`config.mk`:
```
export PLATFORM = sky130hd
export DESIGN_NAME = motor_ramp_ctrl_flat
export DESIGN_NICKNAME = d
export VERILOG_FILES = /design/src/rtl/motor_ramp_ctrl_if.sv /design/src/rtl/motor_ramp_ctrl.sv /design/src/flat_wrapper.sv
export SDC_FILE = /design/constraint.sdc
export NUM_CORES = 1
export LEC_CHECK = 0
export CAP_MARGIN = 30
export CORE_MARGIN = 4
export CORE_UTILIZATION = 55
export CTS_CLUSTER_DIAMETER = 30
export DETAILED_ROUTE_END_ITERATION = 8
export PLACE_DENSITY = 0.75
export SLEW_MARGIN = 25
export SYNTH_ARGS = -nofsm -noshare
export SYNTH_HDL_FRONTEND = slang
export SYNTH_SLANG_ARGS = --single-unit
export TNS_END_PERCENT = 50
```
`constraint.sdc`:
```
create_clock -name clk -period 8.85 [get_ports clk]
set_input_delay 2.2125 -clock clk [delete_from_list [all_inputs] [get_ports clk]]
set_output_delay 2.2125 -clock clk [all_outputs]
set_load 0.05 [all_outputs]
```
`src/rtl/motor_ramp_ctrl_if.sv`:
```
// Speed-command handshake between a command source and one motor_ramp_ctrl channel.
interface motor_ramp_ctrl_if;
    logic        cmd_valid;
    logic        cmd_ready;
    logic        cmd_dir;
    logic [13:0] cmd_mag;

    modport master (
        output cmd_valid,
        output cmd_dir,
        output cmd_mag,
        input  cmd_ready
    );

    modport slave (
        input  cmd_valid,
        input  cmd_dir,
        input  cmd_mag,
        output cmd_ready
    );
endinterface

```
`src/rtl/motor_ramp_ctrl.sv`:
```
// Slew-rate and direction sequencer feeding the 14-bit motor PWM duty word.
// Ramps vq toward the commanded magnitude in STEP increments once per ramp
// tick, forces every reversal through zero duty plus a dead time, and lets
// estop override everything.
module motor_ramp_ctrl #(
    parameter logic [13:0] STEP     = 14'd64,
    parameter int unsigned RAMP_DIV = 1000,
    parameter int unsigned DEAD_CYC = 5000,
    parameter logic [13:0] VQ_MAX   = 14'd16383
) (
    input  logic                    clk,
    input  logic                    rst,
    motor_ramp_ctrl_if.slave        cmd,
    input  logic                    estop,
    output logic [13:0]             vq,
    output logic                    dir,
    output logic                    busy,
    output logic                    at_target
);

    localparam int unsigned     PW        = (RAMP_DIV > 1) ? $clog2(RAMP_DIV) : 1;
    localparam int unsigned     DW        = (DEAD_CYC > 1) ? $clog2(DEAD_CYC) : 1;
    localparam logic [PW-1:0]   PRE_LAST  = PW'(RAMP_DIV - 1);
    localparam logic [PW-1:0]   PRE_ONE   = PW'(1);
    localparam logic [DW-1:0]   DEAD_LOAD = DW'(DEAD_CYC - 1);
    localparam logic [DW-1:0]   DEAD_ONE  = DW'(1);

    typedef enum logic [1:0] {
        ST_IDLE = 2'd0,
        ST_RAMP = 2'd1,
        ST_DEAD = 2'd2,
        ST_HOLD = 2'd3
    } state_t;

    state_t        state_r, state_n_s;
    logic [13:0]   vq_r, vq_n_s;
    logic          dir_r, dir_n_s;
    logic [13:0]   tgt_mag_r, tgt_mag_n_s;
    logic          tgt_dir_r, tgt_dir_n_s;
    logic [DW-1:0] dead_r, dead_n_s;
    logic [PW-1:0] pre_r;
    logic          busy_r, busy_n_s;
    logic          at_target_r, at_target_n_s;
    logic          tick_s;
    logic          accept_s;
    logic [13:0]   mag_clamped_s;

    // Limit a requested magnitude to the duty ceiling.
    function automatic logic [13:0] clamp_mag(input logic [13:0] mag);
        logic [13:0] res_s;
        if (mag > VQ_MAX) begin
            res_s = VQ_MAX;
        end else begin
            res_s = mag;
        end
        return res_s;
    endfunction

    // One deceleration step toward zero, never going below zero.
    function automatic logic [13:0] step_down(input logic [13:0] cur);
        logic [13:0] res_s;
        if (cur > STEP) begin
            res_s = cur - STEP;
        end else begin
            res_s = 14'd0;
        end
        return res_s;
    endfunction

    // One step toward tgt, landing exactly on tgt; the upward sum is
    // formed in 15 bits so a large STEP can never wrap past full scale.
    function automatic logic [13:0] step_toward(input logic [13:0] cur, input logic [13:0] tgt);
        logic [14:0] up_s;
        logic [13:0] res_s;
        up_s = {1'b0, cur} + {1'b0, STEP};
        if (cur < tgt) begin
            if (up_s > {1'b0, tgt}) begin
                res_s = tgt;
            end else begin
                res_s = up_s[13:0];
            end
        end else if ((cur - tgt) > STEP) begin
            res_s = cur - STEP;
        end else begin
            res_s = tgt;
        end
        return res_s;
    endfunction

    assign tick_s        = (pre_r == PRE_LAST);
    assign cmd.cmd_ready = !estop;
    assign accept_s      = cmd.cmd_valid && !estop;
    assign mag_clamped_s = clamp_mag(cmd.cmd_mag);

    assign vq        = vq_r;
    assign dir       = dir_r;
    assign busy      = busy_r;
    assign at_target = at_target_r;

    // Free-running ramp-tick prescaler; commands never realign it.
    always_ff @(posedge clk or posedge rst) begin
        if (rst) begin
            pre_r <= '0;
        end else if (pre_r == PRE_LAST) begin
            pre_r <= '0;
        end else begin
            pre_r <= pre_r + PRE_ONE;
        end
    end

    // Next-state logic: estop first, then the ramp/dead sequencing on the
    // current target, then a newly accepted command retargets for next cycle.
    always_comb begin
        state_n_s   = state_r;
        vq_n_s      = vq_r;
        dir_n_s     = dir_r;
        tgt_mag_n_s = tgt_mag_r;
        tgt_dir_n_s = tgt_dir_r;
        dead_n_s    = dead_r;
        if (estop) begin
            vq_n_s      = 14'd0;
            tgt_mag_n_s = 14'd0;
            state_n_s   = ST_IDLE;
        end else begin
            case (state_r)
                ST_IDLE: begin
                    state_n_s = ST_IDLE;
                end
                ST_RAMP: begin
                    if (dir_r != tgt_dir_r) begin
                        if (vq_r == 14'd0) begin
                            state_n_s = ST_DEAD;
                            dead_n_s  = DEAD_LOAD;
                        end else if (tick_s) begin
                            vq_n_s = step_down(vq_r);
                            // Entering DEAD on the step that reaches zero keeps
                            // the zero-duty window exactly the dead time long.
                            if (vq_n_s == 14'd0) begin
                                state_n_s = ST_DEAD;
                                dead_n_s  = DEAD_LOAD;
                            end else begin
                                state_n_s = ST_RAMP;
                            end
                        end else begin
                            state_n_s = ST_RAMP;
                        end
                    end else begin
                        if (tick_s) begin
                            vq_n_s = step_toward(vq_r, tgt_mag_r);
                        end else begin
                            vq_n_s = vq_r;
                        end
                        if (vq_n_s == tgt_mag_r) begin
                            state_n_s = (tgt_mag_r == 14'd0) ? ST_IDLE : ST_HOLD;
                        end else begin
                            state_n_s = ST_RAMP;
                        end
                    end
                end
                ST_DEAD: begin
                    vq_n_s = 14'd0;
                    if (dead_r == '0) begin
                        dir_n_s   = tgt_dir_r;
                        state_n_s = ST_RAMP;
                    end else begin
                        dead_n_s  = dead_r - DEAD_ONE;
                    end
                end
                ST_HOLD: begin
                    state_n_s = ST_HOLD;
                end
                default: begin
                    vq_n_s    = 14'd0;
                    state_n_s = ST_IDLE;
                end
            endcase
            if (accept_s) begin
                tgt_mag_n_s = mag_clamped_s;
                // A zero-speed command never requests a reversal.
                if (mag_clamped_s == 14'd0) begin
                    tgt_dir_n_s = tgt_dir_r;
                end else begin
                    tgt_dir_n_s = cmd.cmd_dir;
                end
                if (((state_n_s == ST_IDLE) || (state_n_s == ST_HOLD)) &&
                    ((mag_clamped_s != vq_n_s) || (tgt_dir_n_s != dir_n_s))) begin
                    state_n_s = ST_RAMP;
                end else begin
                    state_n_s = state_n_s;
                end
            end else begin
                tgt_dir_n_s = tgt_dir_n_s;
            end
        end
    end

    // Status flags decoded from next-state values so they register in step with vq.
    always_comb begin
        busy_n_s      = (state_n_s == ST_RAMP) || (state_n_s == ST_DEAD);
        at_target_n_s = (vq_n_s == tgt_mag_n_s) &&
                        ((dir_n_s == tgt_dir_n_s) || (tgt_mag_n_s == 14'd0)) &&
                        (state_n_s != ST_DEAD);
    end

    // Sequencer state and output registers.
    always_ff @(posedge clk or posedge rst) begin
        if (rst) begin
            state_r     <= ST_IDLE;
            vq_r        <= 14'd0;
            dir_r       <= 1'b1;
            tgt_mag_r   <= 14'd0;
            tgt_dir_r   <= 1'b1;
            dead_r      <= '0;
            busy_r      <= 1'b0;
            at_target_r <= 1'b1;
        end else begin
            state_r     <= state_n_s;
            vq_r        <= vq_n_s;
            dir_r       <= dir_n_s;
            tgt_mag_r   <= tgt_mag_n_s;
            tgt_dir_r   <= tgt_dir_n_s;
            dead_r      <= dead_n_s;
            busy_r      <= busy_n_s;
            at_target_r <= at_target_n_s;
        end
    end

endmodule
```
`src/flat_wrapper.sv`:
```
// flat-port wrapper written by rule: the top's interface ports become plain ports
module motor_ramp_ctrl_flat 
#(
    parameter logic [13:0] STEP     = 14'd64,
    parameter int unsigned RAMP_DIV = 1000,
    parameter int unsigned DEAD_CYC = 5000,
    parameter logic [13:0] VQ_MAX   = 14'd16383
)
  (clk, rst, estop, vq, dir, busy, at_target, cmd_cmd_valid, cmd_cmd_dir, cmd_cmd_mag, cmd_cmd_ready);
  motor_ramp_ctrl_if cmd_i ();
  input  logic clk;
  input  logic rst;
  input  logic estop;
  output logic [13:0] vq;
  output logic dir;
  output logic busy;
  output logic at_target;
  input wire logic [$bits(cmd_i.cmd_valid)-1:0] cmd_cmd_valid;
  input wire logic [$bits(cmd_i.cmd_dir)-1:0] cmd_cmd_dir;
  input wire logic [$bits(cmd_i.cmd_mag)-1:0] cmd_cmd_mag;
  output wire logic [$bits(cmd_i.cmd_ready)-1:0] cmd_cmd_ready;
  assign cmd_i.cmd_valid = cmd_cmd_valid;
  assign cmd_i.cmd_dir = cmd_cmd_dir;
  assign cmd_i.cmd_mag = cmd_cmd_mag;
  assign cmd_cmd_ready = cmd_i.cmd_ready;
  motor_ramp_ctrl #(.STEP(STEP), .RAMP_DIV(RAMP_DIV), .DEAD_CYC(DEAD_CYC), .VQ_MAX(VQ_MAX)) u_core (.clk(clk), .rst(rst), .cmd(cmd_i), .estop(estop), .vq(vq), .dir(dir), .busy(busy), .at_target(at_target));
endmodule
```
==> impl_metrics.env, run 1 <==
export IMPL_fp_row_count=39
export IMPL_first_pass_iters=6
export IMPL_power_static_leakage_nw=3.00
export IMPL_int_pwr_mw=0.594
export IMPL_setup_repair_after_global_routing_missed_its_margin="no"
export IMPL_design_core_area_um2=11700
export IMPL_drv_cap=0
export IMPL_gr_usage_met2_pct=54.2
export IMPL_chipWidth_um=118
export IMPL_timing_final_ws_setup_ns=2.01
export IMPL_grt_first_pass_wirelength_um=40500
export IMPL_fin_skew_ns=0.00627
export IMPL_slew_headroom_pct=27.5
export IMPL_route_final_wire_length_um=26100
export IMPL_final_hold_viol_count=0
export IMPL_pwr_density_cell_nw_per_um2=121
export IMPL_postSynthNetCount=958
export IMPL_floorplan_die_height_um=118
export IMPL_post_cts_gate_resize_count=0
export IMPL_syn2layout_area_growth_pct=11.1
export IMPL_cts_hold_repair_buffers=0
export IMPL_place_congestion=1.04
export IMPL_globalRoute_busiestLayer="met2"
export IMPL_max_clock_path_buffers=2
export IMPL_io_pin_count=37
export IMPL_instances_no_fill=1060
export IMPL_drive_gt1_share_pct=5.57
export IMPL_switchingPower_mw=0.306
export IMPL_total_power_mw=0.900
export IMPL_port_buffer_count=36
export IMPL_final_setup_viol_count=0
export IMPL_seqCellArea_um2=1430
export IMPL_achievable_frequency_mhz=146
export IMPL_worst_margin_slew_ns=1.07
export IMPL_vias_per_cell=7.35
export IMPL_finalWorstPathRequiredPeriod_ns=6.84
export IMPL_global_route_total_overflow=0
export IMPL_cts_buffers=9
export IMPL_initial_core_util_pct=57.3
export IMPL_cts_repair_timing_setup_buffer_count=0
export IMPL_grt_pass1_vias=7314
export IMPL_finalMaxSlewViolations=0
export IMPL_synthesis_warnings=0
export IMPL_synthesized_netlist_cell_count=905
export IMPL_final_antenna_net_count=0
export IMPL_worstSetupStartpointType="register"
export IMPL_clock_tree_htree_level_count=3
export IMPL_share_of_power_burned_in_registers_pct=32.0
export IMPL_antenna_found_initial=0
export IMPL_synth_edf_count=0
export IMPL_synth_ff_type="dfrtp_1"
export IMPL_drcViolationCount=0
export IMPL_swShare_pct=34.0
export IMPL_cts_tree="done"
export IMPL_hold_path_class="register to register"
export IMPL_clk_pin_slew_worst_paths_ns=0.05
export IMPL_post_route_period_util_pct=77.3
export IMPL_timing_setup_critical_path_class="register to register"
export IMPL_grt_util_met1_pct=48.6
export IMPL_clock_power_share_pct=41.5
export IMPL_final_net_count=964
export IMPL_yosysUniqueCellTypes=81
export IMPL_final_setup_tns_ns=0
export IMPL_grt_max_degree=58
export IMPL_track_usage_pct=36.3
export IMPL_synth_seq_area_share_pct=21.4
export IMPL_iteration_0_drc_count_of_the_detailed_router=1241
export IMPL_post_synth_instance_area_um2=6680
export IMPL_place_detailed_hpwl_um=19300
export IMPL_via_count=7792
export IMPL_synth_seq_cells=57
export IMPL_globalRouteMet3Util_pct=9.26
export IMPL_postSynth_asyncResetShare_pct=100
export IMPL_synth_area_per_cell_um2=7.38
export IMPL_placedCellCount=1043
export IMPL_area_of_the_die_um2=14000
export IMPL_setup_worst_path_end_class="register"
export IMPL_status="complete, no violations"
export IMPL_clock_tree_root_cell="clkbuf_16"
export IMPL_worst_skew_pair_late_latency_ns=0.34
export IMPL_area_of_the_multi_input_gates_um2=4880
export IMPL_final_fill_count=1041
export IMPL_pre_cts_ws_ns=1.85
export IMPL_cts_sinks=57
export IMPL_wire_per_inst_um=24.7
export IMPL_power_frac_comb_pct=26.5
export IMPL_worstPathArrival_ns=7.07
export IMPL_worstPathRequired_ns=9.08
export IMPL_maximum_fanout_along_the_worst_path=22
export IMPL_vdd_ir_drop_max_v=0.000130
==> critical path, cell delays in order (launching register included) <==
cell       delay (ns)
dfrtp_1          0.90
nand3_1          0.19
xor2_1           0.28
inv_1            0.11
ha_1             0.30
a21o_1           0.18
a221o_1          0.35
a2111oi_2        0.58
nor2_1           0.18
nor2_1           0.73
nand2_1          0.35
o21ai_0          0.26
o22ai_1          0.12
nand4bb_1        0.31
mux2i_1          0.22
nand3_1          0.17
o2bb2ai_1        0.23
ha_1             0.19
a21o_1           0.16
a211oi_1         0.28
and4_1           0.24
nand4_1          0.10
nor4b_1          0.29
==> cells in the mapped netlist, types with 5 or more instances <==
cell / instances / area (um^2)
a22o_1: 7 / 61.3
dfrtp_1: 54 / 1350
xor2_1: 20 / 175
clkbuf_1: 45 / 169
o21a_1: 6 / 45.0
nand4_1: 21 / 131
ha_1: 33 / 413
inv_1: 45 / 169
o22ai_1: 7 / 43.8
and2_1: 12 / 75.1
and4_1: 5 / 43.8
a311oi_1: 9 / 78.8
nand2_1: 73 / 274
o211ai_1: 8 / 60.1
nand2b_1: 12 / 75.1
a221oi_1: 5 / 43.8
o31ai_1: 6 / 45.0
o311ai_0: 5 / 43.8
xnor2_1: 29 / 254
and3_1: 6 / 37.5
nor4_1: 17 / 106
a21o_1: 12 / 90.1
buf_1: 6 / 22.5
mux2_2: 6 / 67.6
a31oi_1: 17 / 106
or2_2: 5 / 31.3
a211oi_1: 19 / 143
a21oi_1: 58 / 290
nor2_1: 95 / 357
nand3_1: 41 / 205
nor3_1: 41 / 205
nor2b_1: 8 / 50.1
mux2i_1: 20 / 200
o21ai_0: 58 / 290
nor3b_1: 5 / 37.5
==> state kept, by name, indices dropped and copies added (netlist names) <==
| register | count |
|---|---|
| u_core.busy | 1 |
| u_core.tgt_mag_r | 14 |
| u_core.dir | 1 |
| u_core.vq | 14 |
| u_core.tgt_dir_r | 1 |
| u_core.at_target | 1 |
| u_core.dead_r | 13 |
| u_core.state_r | 2 |
| u_core.pre_r | 10 |
==> cell usage in the layout (no fill, tap or decap), types with 17 or more instances in the layout <==
cell and count:
nand3_1 41, clkdlybuf4s50_1 36, nor3_1 40, xnor2_1 29
nor4_1 17, xor2_1 20, a211oi_1 19, o21ai_0 58
inv_1 44, a31oi_1 17, nand4_1 21, ha_1 33
dfrtp_1 54, a21oi_1 58, mux2i_1 20, nand2_1 73
nor2_1 95
==> power groups by stage <==
stage,logic (mW),clock network (mW),registers [mW]
2_1_floorplan,0.157,0,0.285
3_3_place_gp,0.223,0,0.290
3_5_place_dp,0.228,0,0.290
4_1_cts,0.230,0.379,0.286
5_1_grt,0.253,0.387,0.288
6_report,0.239,0.373,0.288
==> metrics by stage <==
step	hold slack (ns)	util (%)	cell area, um^2
final	0.487	63.6	7420
after global routing	0.523	63.6	7420
after CTS	0.493	63.6	7420
after detailed placement	0.487	60.9	7100
after global placement	0.467	60.9	7100
after floorplan	0.450	-	6680
==> routing by layer <==
metal	vias up	wire length [um]
met4	0	1360
met1	3660	10500
met3	122	3090
met5	-	0
li1	3421	-
met2	589	11200
==> logic make-up (layout without fill, tap and decap cells) <==
group	count (synthesis)	count (layout)	share of synthesized area, %
and+or+nand+nor	365	365	27.7
adders and majority gates	34	34	6.48
other	0	1	0
DFF	57	57	21.4
xor gates and xnor gates	49	49	6.43
buffers and inverters	98	109	5.64
muxes	26	26	4.01
AOI/OAI and AO/OA	276	276	28.3
==> path summary, 6_finish.rpt <==
kind                                 start                 to  slack [ns]  cells after the start
max                           u_core.vq[8]   u_core.at_target        2.01                     22
min                        u_core.pre_r[0]    u_core.pre_r[0]        0.49                      1
max reg2reg                   u_core.vq[8]   u_core.at_target        2.01                     22
min reg2reg                u_core.pre_r[0]    u_core.pre_r[0]        0.49                      1
max in group asynchronous              rst      u_core.vq[12]        5.92                      3
min in group asynchronous              rst  u_core.dead_r[12]        2.41                      3
==> layout make-up <==
cell class,count,area share (%)
flip-flops and latches,57,19.3
diodes,1,0.0337
clock inverters,5,1.08
well taps,143,2.41
inverters,45,2.28
repair buffers,48,6.07
clock buffers,11,3.14
multi-input cells,750,65.7
No activity file was read; power rests on OpenSTA's default activity.
==> inputs of run 2 (changes only) <==
==> constraint.sdc (replaced) <==
create_clock -name clk -period 6.95 [get_ports clk]
set_input_delay 1.7375 -clock clk [delete_from_list [all_inputs] [get_ports clk]]
set_output_delay 1.7375 -clock clk [all_outputs]
set_load 0.05 [all_outputs]
==> run 2 against run 1 <==
Effect of this change: worst hold slack better by 0.00052 ns; design area is 1.4% higher; routed wire length is 4.8% higher; utilization is 0.89 points higher; die area stayed put; clock-buffer cell count stayed put; final cell count is 1.5% higher; clock power is 17% higher; setup slack worse by 1.5 ns; clock skew is 0.0035 ns higher; register-to-register slack worse by 1.5 ns; critical endpoint unchanged; largest cell class unchanged.
==> impl_metrics.env, run 2 (same netlist as run 1, synthesis figures left out) <==
export IMPL_maximum_fanout_along_the_worst_path=10
export IMPL_place_congestion=1.07
export IMPL_antenna_cells_inserted=0
export IMPL_worstPathRequired_ns=7.15
export IMPL_vdd_ir_drop_max_v=0.000149
export IMPL_iteration_0_drc_count_of_the_detailed_router=1413
export IMPL_final_net_count=981
export IMPL_final_antenna_net_count=0
export IMPL_post_route_period_util_pct=93.2
export IMPL_via_count=7974
export IMPL_final_hold_viol_count=0
export IMPL_mostFrequentLayoutCell="nor2_1"
export IMPL_final_setup_tns_ns=0
export IMPL_track_usage_pct=38.2
export IMPL_worst_skew_pair_late_latency_ns=0.34
export IMPL_post_cts_gate_resize_count=0
export IMPL_io_pin_count=37
export IMPL_timing_setup_critical_path_class="register to register"
export IMPL_grt_max_degree=58
export IMPL_worstPathArrival_ns=6.68
export IMPL_achievable_frequency_mhz=154
export IMPL_finalMaxSlewViolations=0
export IMPL_cts_tree="done"
export IMPL_drv_cap=0
export IMPL_most_common_layout_cells="95 x nor2_1, 73 x nand2_1, 58 x a21oi_1, 58 x o21ai_0, 54 x dfrtp_1"
export IMPL_initial_core_util_pct=57.3
export IMPL_worstSetupStartpointType="register"
export IMPL_grt_pass1_vias=7530
export IMPL_slew_headroom_pct=32.4
export IMPL_vias_per_cell=7.41
export IMPL_floorplan_die_height_um=118
export IMPL_worst_margin_slew_ns=1.01
export IMPL_cts_sinks=57
export IMPL_clock_tree_htree_level_count=3
export IMPL_cts_repair_timing_setup_buffer_count=0
export IMPL_fin_worst_hold_slack_ns=0.488
export IMPL_pwr_density_cell_nw_per_um2=149
export IMPL_pre_cts_ws_ns=0.478
export IMPL_clk_pin_slew_worst_paths_ns=0.05
export IMPL_setup_worst_path_end_class="register"
export IMPL_final_setup_viol_count=0
export IMPL_fin_skew_ns=0.00980
export IMPL_wire_per_inst_um=25.5
export IMPL_grt_first_pass_wirelength_um=42500
export IMPL_max_clock_path_buffers=2
export IMPL_setup_repair_after_global_routing_missed_its_margin="no"
export IMPL_place_detailed_hpwl_um=20600
export IMPL_timing_final_ws_setup_ns=0.470
export IMPL_syn2layout_area_growth_pct=12.7
export IMPL_area_of_the_die_um2=14000
export IMPL_route_final_wire_length_um=27400
export IMPL_clock_tree_root_cell="clkbuf_16"
export IMPL_antenna_found_initial=0
export IMPL_port_buffer_count=36
export IMPL_status="complete, no violations"
export IMPL_design_core_area_um2=11700
export IMPL_cts_buffers=9
export IMPL_cts_hold_repair_buffers=0
export IMPL_global_route_total_overflow=0
export IMPL_first_pass_iters=8
export IMPL_fp_row_count=39
export IMPL_power_static_leakage_nw=3.07
export IMPL_finalWorstPathRequiredPeriod_ns=6.48
export IMPL_drcViolationCount=0
export IMPL_hold_path_class="register to register"
export IMPL_chipWidth_um=118
export IMPL_drive_gt1_share_pct=7.50
run 2: cell count changes in the layout (fill, tap and decap cells not counted), sizes merged:
cell      delta
buf         +17
bufinv       -2
clkinvlp     +2
clkinv       -1
diode        -1
inv          +1
run 2: area by class of cell:
class                           count  area, um^2
Multi-Input combinational cell    750        4880
Fill cell                        1043        4140
Sequential cell                    57        1430
Timing Repair Buffer               65         578
Clock buffer                       11         253
Tap cell                          143         179
Inverter                           45         169
Clock inverter                      5        38.8
run 2: routing by layer:
layer | vias to the layer above | GRT usage (%) | share of wire (%)
li1 | 3430 | - | -
met1 | 3759 | 52.0 | 39
met2 | 643 | 56.8 | 43
met3 | 142 | 10.4 | 13
met4 | 0 | 17.1 | 5.1
met5 | - | 0 | 0
run 2: stage by stage:
stage	total power, mW	area, um^2	std cells	utilization (%)
2_1_floorplan	0.563	6680	905	-
3_3_place_gp	0.664	7230	1060	62.0
3_5_place_dp	0.671	7230	1060	62.0
4_1_cts	1.11	7520	1076	64.5
5_1_grt	1.16	7520	1076	64.5
6_report	1.12	7520	1076	64.5
run 2: worst paths after layout:
check / from / end / slack [ns] / cells past startpoint
max: u_core.vq[10] / u_core.at_target / 0.47 / 22
min: u_core.pre_r[0] / u_core.pre_r[0] / 0.49 / 1
max reg2reg: u_core.vq[10] / u_core.at_target / 0.47 / 22
min reg2reg: u_core.pre_r[0] / u_core.pre_r[0] / 0.49 / 1
max in group asynchronous: rst / u_core.vq[5] / 4.51 / 3
min in group asynchronous: rst / u_core.dead_r[10] / 1.94 / 3
run 2: power breakdown:
group          leakage (nW)  total, mW  internal [mW]  switching [mW]
clock network         0.130      0.436          0.262           0.174
registers             0.724      0.365          0.343          0.0216
logic                  2.22      0.317          0.108           0.209
total                  3.07       1.12          0.713           0.405
run 2: critical path, stage by stage, from the launching register on:
cell and delay (ns):
dfrtp_1 0.70, and4_1 0.33, nand4_1 0.13, xnor2_1 0.44, ha_1 0.33, and3_1 0.22
a2111oi_2 0.55, nor2_1 0.18, nor2_1 0.41, buf_4 0.23, nand2_1 0.20, o21ai_0 0.26
o22ai_1 0.11, nand4bb_1 0.29, mux2i_1 0.23, nand3_1 0.15, o2bb2ai_1 0.22, ha_1 0.18
a21o_1 0.16, a211oi_1 0.25, and4_1 0.23, nand4_1 0.13, nor4b_1 0.42
==> inputs of run 3 (changes only) <==
--- a/config.mk
+++ b/config.mk
@@ -6,7 +6,7 @@
 export NUM_CORES = 1
 export LEC_CHECK = 0
 export CAP_MARGIN = 30
-export CORE_MARGIN = 4
+export CORE_MARGIN = 2
 export CORE_UTILIZATION = 55
 export CTS_CLUSTER_DIAMETER = 30
 export DETAILED_ROUTE_END_ITERATION = 8
==> run 3 against run 2 <==
Effect of this change: first-iteration DRC count fell by 6.7%; sequential cell count did not move; non-clock buffer count rose by 2; clock-buffer cell count did not move; critical path depth rose by 2; power rose by 9.0%; sequential share of layout area fell by 0.20 points; routed wire length rose by 1.5%; sequential power barely moved; clock skew barely moved; critical endpoint unchanged.
==> impl_metrics.env, run 3 (same netlist as run 1, synthesis figures left out) <==
export IMPL_status="complete, no violations"
export IMPL_iteration_0_drc_count_of_the_detailed_router=1318
export IMPL_port_buffer_count=36
export IMPL_post_cts_gate_resize_count=0
export IMPL_antenna_cells_inserted=0
export IMPL_vdd_ir_drop_max_v=0.000155
export IMPL_clock_tree_root_cell="clkbuf_16"
export IMPL_design_core_area_um2=11900
export IMPL_io_pin_count=37
export IMPL_final_setup_tns_ns=0
export IMPL_track_usage_pct=42.6
export IMPL_grt_pass1_vias=7360
export IMPL_worst_margin_slew_ns=0.940
export IMPL_post_route_period_util_pct=92.8
export IMPL_achievable_frequency_mhz=155
export IMPL_timing_setup_critical_path_class="register to register"
export IMPL_maximum_fanout_along_the_worst_path=9
export IMPL_first_pass_iters=8
export IMPL_drcViolationCount=0
export IMPL_worstPathRequired_ns=7.18
export IMPL_route_final_wire_length_um=27800
export IMPL_via_count=7907
export IMPL_mostFrequentLayoutCell="nor2_1"
export IMPL_drive_gt1_share_pct=7.59
export IMPL_global_route_total_overflow=0
export IMPL_most_common_layout_cells="95 x nor2_1, 73 x nand2_1, 58 x a21oi_1, 58 x o21ai_0, 54 x dfrtp_1"
export IMPL_finalMaxSlewViolations=0
export IMPL_swShare_pct=33.4
export IMPL_chipWidth_um=114
export IMPL_critical_path_most_common_cell="nand3_1"
export IMPL_worst_skew_pair_late_latency_ns=0.35
export IMPL_critical_path_slowest_cell="dfrtp_1"
export IMPL_clock_power_share_pct=43.7
export IMPL_clk_pin_slew_worst_paths_ns=0.05
export IMPL_place_detailed_hpwl_um=20600
export IMPL_hold_path_class="register to register"
export IMPL_setup_worst_path_end_class="register"
export IMPL_final_hold_viol_count=0
export IMPL_cts_hold_repair_buffers=0
export IMPL_max_clock_path_buffers=2
export IMPL_worstPathArrival_ns=6.68
export IMPL_crit_path_max_incr_delay_ns=0.65
export IMPL_cts_tree="done"
export IMPL_fin_skew_ns=0.00954
export IMPL_fp_row_count=40
export IMPL_power_static_leakage_nw=3.14
export IMPL_total_power_mw=1.22
export IMPL_worstSetupStartpointType="register"
export IMPL_syn2layout_area_growth_pct=13.8
export IMPL_grt_first_pass_wirelength_um=42000
export IMPL_final_antenna_net_count=0
export IMPL_wire_per_inst_um=25.7
export IMPL_setup_repair_after_global_routing_missed_its_margin="no"
export IMPL_vias_per_cell=7.31
export IMPL_final_fill_count=1080
export IMPL_antenna_found_initial=0
export IMPL_cts_repair_timing_setup_buffer_count=0
export IMPL_int_pwr_mw=0.811
export IMPL_slew_headroom_pct=37.1
export IMPL_switchingPower_mw=0.407
export IMPL_initial_core_util_pct=56.1
export IMPL_crit_chain="buf_4, nand3_1, nor3_1, xnor2_1, inv_1, ha_1, and3_1, nand3_1, nor3_1, nor2_1, nor2_1, nand2_1, o21ai_0, a21oi_1, nand4bb_1, mux2i_1, nand3_1, o2bb2ai_1, ha_1, a21o_1, a211oi_1, and4_1, nand4_1, nor4b_1"
export IMPL_place_congestion=1.04
export IMPL_power_frac_comb_pct=26.6
export IMPL_share_of_power_burned_in_registers_pct=29.7
export IMPL_final_setup_viol_count=0
export IMPL_final_net_count=983
export IMPL_floorplan_die_height_um=114
export IMPL_cts_buffers=9
export IMPL_drv_cap=0
export IMPL_cts_sinks=57
export IMPL_pwr_density_cell_nw_per_um2=160
export IMPL_clock_tree_htree_level_count=3
export IMPL_grt_max_degree=58
export IMPL_area_of_the_die_um2=13000
export IMPL_finalWorstPathRequiredPeriod_ns=6.45
## run 3: cell types whose count changed in the layout (fill, tap and decap cells not counted)
cell,change
clkinvlp_4,-4
bufinv_16,+3
buf_2,+1
buf_4,+1
clkbuf_1,+1
clkbuf_8,-1
clkinv_2,+1
clkinv_4,+1
inv_6,-1
nor3_2,-1
nor3_4,+1
## run 3: worst max-delay path, delay by kind of cell, from the launching register on
kind,cells,cell delay (ns)
and+or+nand+nor,13,3.18
AOI/OAI and AO/OA,5,1.10
DFF,1,0.65
adders and majority gates,2,0.51
buffers and inverters,2,0.42
muxes,1,0.27
xor gates and xnor gates,1,0.19
## run 3: power by group through the flow
| stage | Combinational (mW) | Clock (mW) | Sequential, mW |
|---|---|---|---|
| after floorplan | 0.201 | 0 | 0.362 |
| after global placement | 0.301 | 0 | 0.365 |
| after detailed placement | 0.307 | 0 | 0.365 |
| after CTS | 0.309 | 0.531 | 0.360 |
| after global routing | 0.342 | 0.547 | 0.362 |
| final | 0.324 | 0.532 | 0.362 |
## run 3: worst paths after layout
path | cells after the start | to | start | slack, ns
max | 24 | u_core.at_target | u_core.vq[10] | 0.50
min | 1 | u_core.pre_r[0] | u_core.pre_r[0] | 0.49
max reg2reg | 24 | u_core.at_target | u_core.vq[10] | 0.50
min reg2reg | 1 | u_core.pre_r[0] | u_core.pre_r[0] | 0.49
max in group asynchronous | 3 | u_core.pre_r[5] | rst | 4.49
min in group asynchronous | 3 | u_core.tgt_mag_r[6] | rst | 1.94
## run 3: layout make-up
cell class / count / area [um^2] / share of cell area, %
clock buffer: 11 / 243 / 3.19
clock inverter: 5 / 104 / 1.37
inverter: 45 / 169 / 2.22
multi-input combinational: 750 / 4880 / 64.2
sequential: 57 / 1430 / 18.8
tap: 147 / 184 / 2.42
timing repair buffer: 67 / 591 / 7.77
## run 3: through the flow
| stage | std cells | instance area [um^2] | worst slack, ns | hold WS (ns) | utilization (%) |
|---|---|---|---|---|---|
| floorplan | 905 | 6680 | 1.04 | 0.450 | - |
| global placement | 1065 | 7240 | 0.602 | 0.473 | 60.8 |
| detailed placement | 1066 | 7250 | 0.527 | 0.483 | 60.9 |
| CTS | 1082 | 7600 | 0.782 | 0.488 | 63.8 |
| global route | 1082 | 7600 | 0.275 | 0.506 | 63.8 |
| finish | 1082 | 7600 | 0.499 | 0.487 | 63.8 |
## run 3: per-layer routing
layer	share of wire, %	up-vias	global-route usage (%)
met2	43	603	65.0
met1	39	3717	57.4
met4	5.6	0	20.5
met3	12	139	9.26
met5	0	-	0
li1	-	3448	-
